## src/rtl/branch_predictor.sv

```systemverilog
// Fetch-stage gshare direction predictor with EX-stage resolution, PHT training,
// speculative global-history repair, BTB write-enable and performance counters.
module branch_predictor #(
  parameter int HIST_BITS = 8
) (
  input  logic                 clk,
  input  logic                 rst,
  input  logic [31:0]          fetch_pc,
  input  logic                 fetch_stall,
  input  logic [31:0]          btb_target,
  output logic                 pred_taken,
  output logic [31:0]          pred_pc,
  output logic [HIST_BITS-1:0] pred_index,
  output logic [HIST_BITS-1:0] pred_ghr,
  input  logic                 ex_valid,
  input  logic                 ex_is_branch,
  input  logic                 ex_taken,
  input  logic                 ex_pred_taken,
  input  logic [31:0]          ex_pc,
  input  logic [31:0]          ex_target,
  input  logic [31:0]          ex_pred_pc,
  input  logic [HIST_BITS-1:0] ex_index,
  input  logic [HIST_BITS-1:0] ex_ghr,
  output logic                 mispredict,
  output logic [31:0]          redirect_pc,
  output logic                 btb_load,
  output logic [31:0]          branch_count,
  output logic [31:0]          mispredict_count
);

  localparam int PHT_N = 1 << HIST_BITS;

  // PHT is kept in flops: it needs an asynchronous reset to weakly-not-taken.
  logic [1:0]           pht_q [PHT_N];
  logic [1023:0]        valid_q;
  logic [HIST_BITS-1:0] ghr_q, ghr_d;
  logic [31:0]          branch_count_q, mispredict_count_q;

  logic                 fetch_valid;
  logic                 ex_branch;
  logic                 mispredict_raw;
  logic [1:0]           pht_cur;
  logic [1:0]           pht_new;

  // Fetch-side prediction: purely combinational from fetch_pc, btb_target and state.
  always_comb begin
    pred_index  = fetch_pc[HIST_BITS+1:2] ^ ghr_q;
    pred_ghr    = ghr_q;
    fetch_valid = valid_q[fetch_pc[11:2]];
    pred_taken  = fetch_valid & pht_q[pred_index][1];
    pred_pc     = pred_taken ? btb_target : (fetch_pc + 32'd4);
  end

  // EX-side resolution; visible outputs are held quiet while reset is asserted.
  always_comb begin
    ex_branch = ex_valid & ex_is_branch;
    if (ex_is_branch) begin
      mispredict_raw = ex_valid & ((ex_taken != ex_pred_taken) |
                                   (ex_taken & (ex_target != ex_pred_pc)));
    end else begin
      mispredict_raw = ex_valid & ex_pred_taken;
    end
    mispredict  = mispredict_raw & ~rst;
    btb_load    = ex_branch & ex_taken & ~rst;
    redirect_pc = (ex_is_branch & ex_taken) ? ex_target : (ex_pc + 32'd4);
  end

  // Saturating counter step for the PHT entry being trained.
  always_comb begin
    pht_cur = pht_q[ex_index];
    pht_new = pht_cur;
    if (ex_taken) begin
      if (pht_cur != 2'b11) pht_new = pht_cur + 2'b01;
    end else begin
      if (pht_cur != 2'b00) pht_new = pht_cur - 2'b01;
    end
  end

  // Next global history: repair from EX wins over the speculative fetch shift.
  always_comb begin
    ghr_d = ghr_q;
    if (mispredict_raw) begin
      ghr_d = ex_is_branch ? {ex_ghr[HIST_BITS-2:0], ex_taken} : ex_ghr;
    end else if (!fetch_stall && fetch_valid) begin
      ghr_d = {ghr_q[HIST_BITS-2:0], pred_taken};
    end
  end

  // PHT training on every resolved branch.
  always_ff @(posedge clk or posedge rst) begin
    if (rst) begin
      for (int i = 0; i < PHT_N; i++) pht_q[i] <= 2'b01;
    end else if (ex_branch) begin
      pht_q[ex_index] <= pht_new;
    end
  end

  // Valid bits mark PCs that have a taken-branch target in the BTB; set only.
  always_ff @(posedge clk or posedge rst) begin
    if (rst) begin
      valid_q <= '0;
    end else if (ex_branch && ex_taken) begin
      valid_q[ex_pc[11:2]] <= 1'b1;
    end
  end

  // Global history register.
  always_ff @(posedge clk or posedge rst) begin
    if (rst) ghr_q <= '0;
    else     ghr_q <= ghr_d;
  end

  // Saturating performance counters.
  always_ff @(posedge clk or posedge rst) begin
    if (rst) begin
      branch_count_q     <= '0;
      mispredict_count_q <= '0;
    end else begin
      if (ex_branch && !(&branch_count_q))
        branch_count_q <= branch_count_q + 32'd1;
      if (mispredict_raw && !(&mispredict_count_q))
        mispredict_count_q <= mispredict_count_q + 32'd1;
    end
  end

  assign branch_count     = branch_count_q;
  assign mispredict_count = mispredict_count_q;

endmodule

```

## config.mk

```make
export PLATFORM = sky130hd
export DESIGN_NAME = branch_predictor
export DESIGN_NICKNAME = d
export VERILOG_FILES = /design/src/rtl/branch_predictor.sv
export SDC_FILE = /design/constraint.sdc
export NUM_CORES = 2
export LEC_CHECK = 0
export CAP_MARGIN = 20
export CORE_AREA = 10 10 633 387
export CTS_BUF_LIST = sky130_fd_sc_hd__clkbuf_16
export DETAILED_ROUTE_END_ITERATION = 6
export DIE_AREA = 0 0 643 397
export PLACE_DENSITY = 0.56
export REMOVE_ABC_BUFFERS = 1
export SYNTH_ARGS = -nofsm -noshare
export SYNTH_HDL_FRONTEND = slang
export SYNTH_SLANG_ARGS = --single-unit
```

## constraint.sdc

```tcl
create_clock -name clk -period 65.1 [get_ports clk]
set_clock_uncertainty 0.15 [all_clocks]
set_input_delay 13.02 -clock clk [delete_from_list [all_inputs] [get_ports clk]]
set_output_delay 13.02 -clock clk [all_outputs]
set_load 0.1 [all_outputs]
```

Word level (Yosys, flattened, before mapping)
Cells that the tools add are included. W data, S select, Z words.

Flip-flop bits (word level): 1608. Latch bits: 0. RAM bits: 0. Memory bits (read-only): 0. Output and inout port bits: 147. Logic and storage cells: 325. Memories: 0.

$add $sub $neg: 6. $mul: 0. Divide/modulo/power cells: 0. Magnitude comparators: 6. Equality and inequality tests: 3. Shifts and indexed selects: 0. Multiplexer cells: 22. Bitwise operators: 15. Reductions and logical operators: 13.

Operators with widths (number): $or A1024 B1024 Y1024 (1); $bwmux W512 (1); $add A32 B1 Y32 const B (2); $add A32 B3 Y32 const B (2); $mux W32 (2); $reduce_and A32 Y1 (2); $bmux W2 S8 (2); $ne A32 B32 Y1 (1); $mux W8 (3); $lt A10 B11 Y1 const B (2); $ge A9 B9 Y1 const B (2); $not A8 Y9 (2); $demux W2 S8 (1); $mux W2 (8); $bmux W1 S10 (1); $demux W1 S10 (1); $ge A10 B1 Y1 const B (1); $and A1 B1 Y1 (9); $lt A9 B1 Y1 const B (1); $xor A8 B8 Y8 (1); $logic_and A1 B1 Y1 (6); $reduce_bool A2 Y1 (2); $logic_not A1 Y1 (3); $mux W1 (3); other kinds (6) (6).

Logic depth before layout (Yosys ltp)
Depth in word-level cells: 8. Depth in mapped cells: 16. Gate-level depth less buffers: 11.

Worst setup path before layout
OpenSTA, ideal clock, no wires.

Path type: input-to-output. Start: input port fetch_pc[4]. End: output port pred_pc[2]. Data arrival time: 18.466 ns. Required time: 51.930 ns. Slack: 33.464 ns. Cell stages on the path: 13. Buffers on the path: 3. Cell sequence: buf_2 > buf_2 > xnor2_1 > inv_2 > buf_1 > mux4_2 > o22ai_1 > nor4_1 > o311ai_0 > o311ai_1 > o21ai_1 > inv_1 > mux2i_1.

Longest elaborated chain between the ends: 7. Elaborated cells between the ends (all ways): 9. Classes of those cells: mux: 6; bitwise: 3.

Ends and longest elaborated chain: start, declared (RTL line 8) `input logic [31:0] fetch_pc,`; $xor A8 B8 Y8 (RTL line 47) `pred_index = fetch_pc[HIST_BITS+1:2] ^ ghr_q;`; net pred_index[2] (RTL line 13) `output logic [HIST_BITS-1:0] pred_index,`; $not A8 Y9 (not written as such) (RTL line 50) `pred_taken = fetch_valid & pht_q[pred_index][1];`; $bmux W2 S8 (RTL line 50); $mux W2 (not written as such) (2 in a row) (RTL line 50); $and A1 B1 Y1 (RTL line 50); net pred_taken (RTL line 11) `output logic pred_taken,`; $mux W32 (RTL line 51) `pred_pc = pred_taken ? btb_target : (fetch_pc + 32'd4);`; end, declared (RTL line 12) `output logic [31:0] pred_pc,`.

The timed path passes the listed nets, and every way through them passes these cells. The select of a mux whose other input is x is not followed.

Final worst setup path
Start: input port fetch_pc[2]. End: output port pred_pc[8].

Longest elaborated chain between the ends: 7. Elaborated cells between the ends (all ways): 10. Classes of those cells: add/sub: 1; mux: 6; bitwise: 3.

Ends and longest elaborated chain (RTL line): $xor A8 B8 Y8 (47); $not A8 Y9 (not written as such) (50); $bmux W2 S8 (50); $mux W2 (not written as such) (2 in a row) (50); $and A1 B1 Y1 (50); $mux W32 * (51).

Mark *: on every way between the ends. The rest lies on a longest branch, timed or not. The select of a mux whose other input is x is not followed.

==> results_dict.tcl <==
set metrics [dict create \
    arrival_ns 20.22 \
    power_frac_seq 0.452 \
    path_common_cell "buf_4" \
    r2r_slack_ns 59.65 \
    die_y_um 397 \
    die_w_um 643 \
    cp.depth 15 \
    final_common_cell "dfrtp_1" \
    setup_viol 0 \
    cts_max_path_buffers 4 \
    clk_pin_slew_ns 0.06 \
    port_buffers 329 \
    syn_inst 6125 \
    worst_path_max_delay_cell "clkdlybuf4s50_1" \
    worstSkewPairLatency_ns 0.84 \
    fmax_mhz 30.0 \
    power.density_mw_per_mm2 26.4 \
    grt_pass1_wl_um 398000 \
    via_count 54500 \
    ctsHoldBuffers 0 \
    initial_core_util 0.318 \
    ys_seq_area_frac 0.546 \
    hp-class "reg2reg" \
    r2r_end "pht_q[498]$_DFFE_PP1P_" \
    drv_cap 0 \
    outcome "finished clean" \
    regArea_mm2 0.0406 \
    power_frac_clock 0.417 \
    rsz0062_at_grt "false" \
    io_pins 330 \
    numCtsBuffers 168 \
    cts_root_buffer "clkbuf_16" \
    max-vdd-ir-drop_uv 22.4 \
    criticalPathCategory "in2out" \
    postRouteAntennaNets 0 \
    layout_setup_ws_ns 31.71 \
    drc 0 \
    grt_max_degree 178 \
    die_area_mm2 0.255 \
    p_leak_nw 39.4 \
    cp_num_buf_inv 6 \
    ys.flop_type "dfrtp_1" \
    grt_use_total 0.209 \
    htreeDepth 4 \
    crit_path_end_kind "output port" \
    syn_avg_cell_area_um2 12.1 \
    worstSetupStartpointType "primary input" \
    p_sw_mw 0.659 \
    min_path_cells 1 \
    min_from "valid_q[332]$_DFFE_PP0P_" \
    antenna_found_initial 11 \
    crit_family "buffers and inverters" \
    tritoncts "done" \
    slew_headroom 0.108 \
    dp_hpwl_um 186000 \
    fill_cells 22500 \
    synthDistinctLibCells 72 \
    numPlacedInstances 9339 \
    gp_congestion 0.916 \
    cts_resized 0 \
    reg2reg_depth 11 \
    final_area_mm2 0.0866 \
    pre_cts_slack_ns 31.83 \
    fin_setup_tns_ns 0 \
    ys.warnings.count 0 \
    post_dp_cell_area_mm2 0.0812 \
    async_flop_share 1.00 \
    ys_ff_latch 1608 \
    synth_edf_count 0 \
    wl_per_cell_um 28.6 \
    cp.required_ns 51.93 \
    clock_sinks 1608 \
    grt_overflow 0 \
    swShare 0.289 \
    startpoint "fetch_pc[2]" \
    cpPeakStageDelay_ns 1.16 \
    rr_startpoint "pht_q[255]$_DFFE_PP0P_" \
    area_delta_synth_final_pct 16.6 \
    drt_first_pass_iters 7 \
    synth_area_mm2 0.0742 \
    power_frac_comb 0.132 \
    fin_crit_ns 33.39 \
    fin_util 0.370 \
    core_area_mm2 0.234 \
    internal_power_mw 1.62 \
    finalHoldViolCount 0 \
    nets 6560 \
    worstPathMaxFanout 42 \
    wl_um 276000 \
    drive_gt1_frac 0.194 \
    cts_setup_buffers 0 \
    crit_chain "buf_8, buf_4, buf_4, buf_4, mux4_2, mux2i_1, nor2_1, o22ai_1, o221ai_1, a31oi_1, nor3_1, o21ai_4, buf_4, mux2i_1, clkdlybuf4s50_1" \
    multi_input_area_mm2 0.0320 \
    drtIter0Drc 6759 \
    grt_pass1_vias 53700 \
    finalCritPeriodShare 0.513 \
    final_cells 9646 \
    worstMarginPinSlew_ns 1.33 \
    vias_per_cell 5.65 \
    std_cell_rows 138 \
    slew_viol_final 0 \
    min_delay_worst_endpoint "valid_q[332]$_DFFE_PP0P_" \
    final_cell_mix "1352 x dfrtp_1, 980 x nand2_1, 595 x o21bai_1" \
]
power groups by stage:
stage	sequential (mW)	clock (mW)	combinational [mW]
final	1.03	0.951	0.300
after global routing	1.03	1.01	0.312
after CTS	1.03	0.967	0.299
after detailed placement	1.05	0	0.298
after global placement	1.05	0	0.296
after floorplan	1.08	0	0.140
layer usage:
layer / GRT usage / routed length, um / part of all wire
met5: 0.00718 / 340 / 0.0012
met4: 0.0753 / 11600 / 0.042
met3: 0.0693 / 30600 / 0.11
met2: 0.276 / 109000 / 0.39
met1: 0.312 / 124000 / 0.45
cell families (layout without fill, tap and decap cells):
family,count (synthesis),count (layout),share of synthesized area
other cells,0,1,0
mux,614,614,0.158
simple gates,1478,1478,0.0853
compound gates,1809,1809,0.164
xor+xnor,157,157,0.0188
buf+inv,452,822,0.0268
fa+ha+maj,7,7,0.00118
flops,1608,1608,0.546
worst max path at each step:
stage                                        to
finish                               pred_pc[8]
global route                         pred_pc[8]
floorplan           branch_count[0]$_DFFE_PP0P_
global placement                     pred_pc[8]
CTS                                 pred_pc[24]
detailed placement                   pred_pc[8]
sequential cells by signal, indices dropped and copies added, names as in the netlist:
signal,cells
valid_q,1024
pred_ghr,8
pht_q,512
mispredict_count,32
branch_count,32
final cells by class:
cell class	count	area share
Antenna cell	1	0.0000289
Clock buffer	172	0.0497
Clock inverter	123	0.0102
Inverter	26	0.00126
Multi-Input combinational cell	4065	0.370
Sequential cell	1608	0.469
Tap cell	3150	0.0455
Timing Repair Buffer	501	0.0548
through the flow:
step	total power [mW]	hold slack [ns]
3_5_place_dp	1.35	0.288
3_3_place_gp	1.34	0.282
2_1_floorplan	1.22	0.272
6_report	2.28	0.299
4_1_cts	2.30	0.303
5_1_grt	2.35	0.309
synthesized netlist by cell type, types with 41 or more instances:
cell type,instances,area (um^2)
dfrtp_1,1352,33800
nand2_1,981,3680
o21bai_1,595,4470
a21o_1,439,3300
mux4_2,437,9840
o21ai_0,306,1530
dfstp_2,256,6730
o21ai_1,252,1260
clkbuf_1,245,920
nor2_1,140,526
mux2i_1,112,1120
buf_2,111,556
xnor2_1,99,867
nand3_1,95,475
mux2_2,65,732
nor3_1,59,295
xor2_1,57,499
a22oi_1,46,345
and3_1,41,257
No activity file was read; power rests on OpenSTA's default activity.
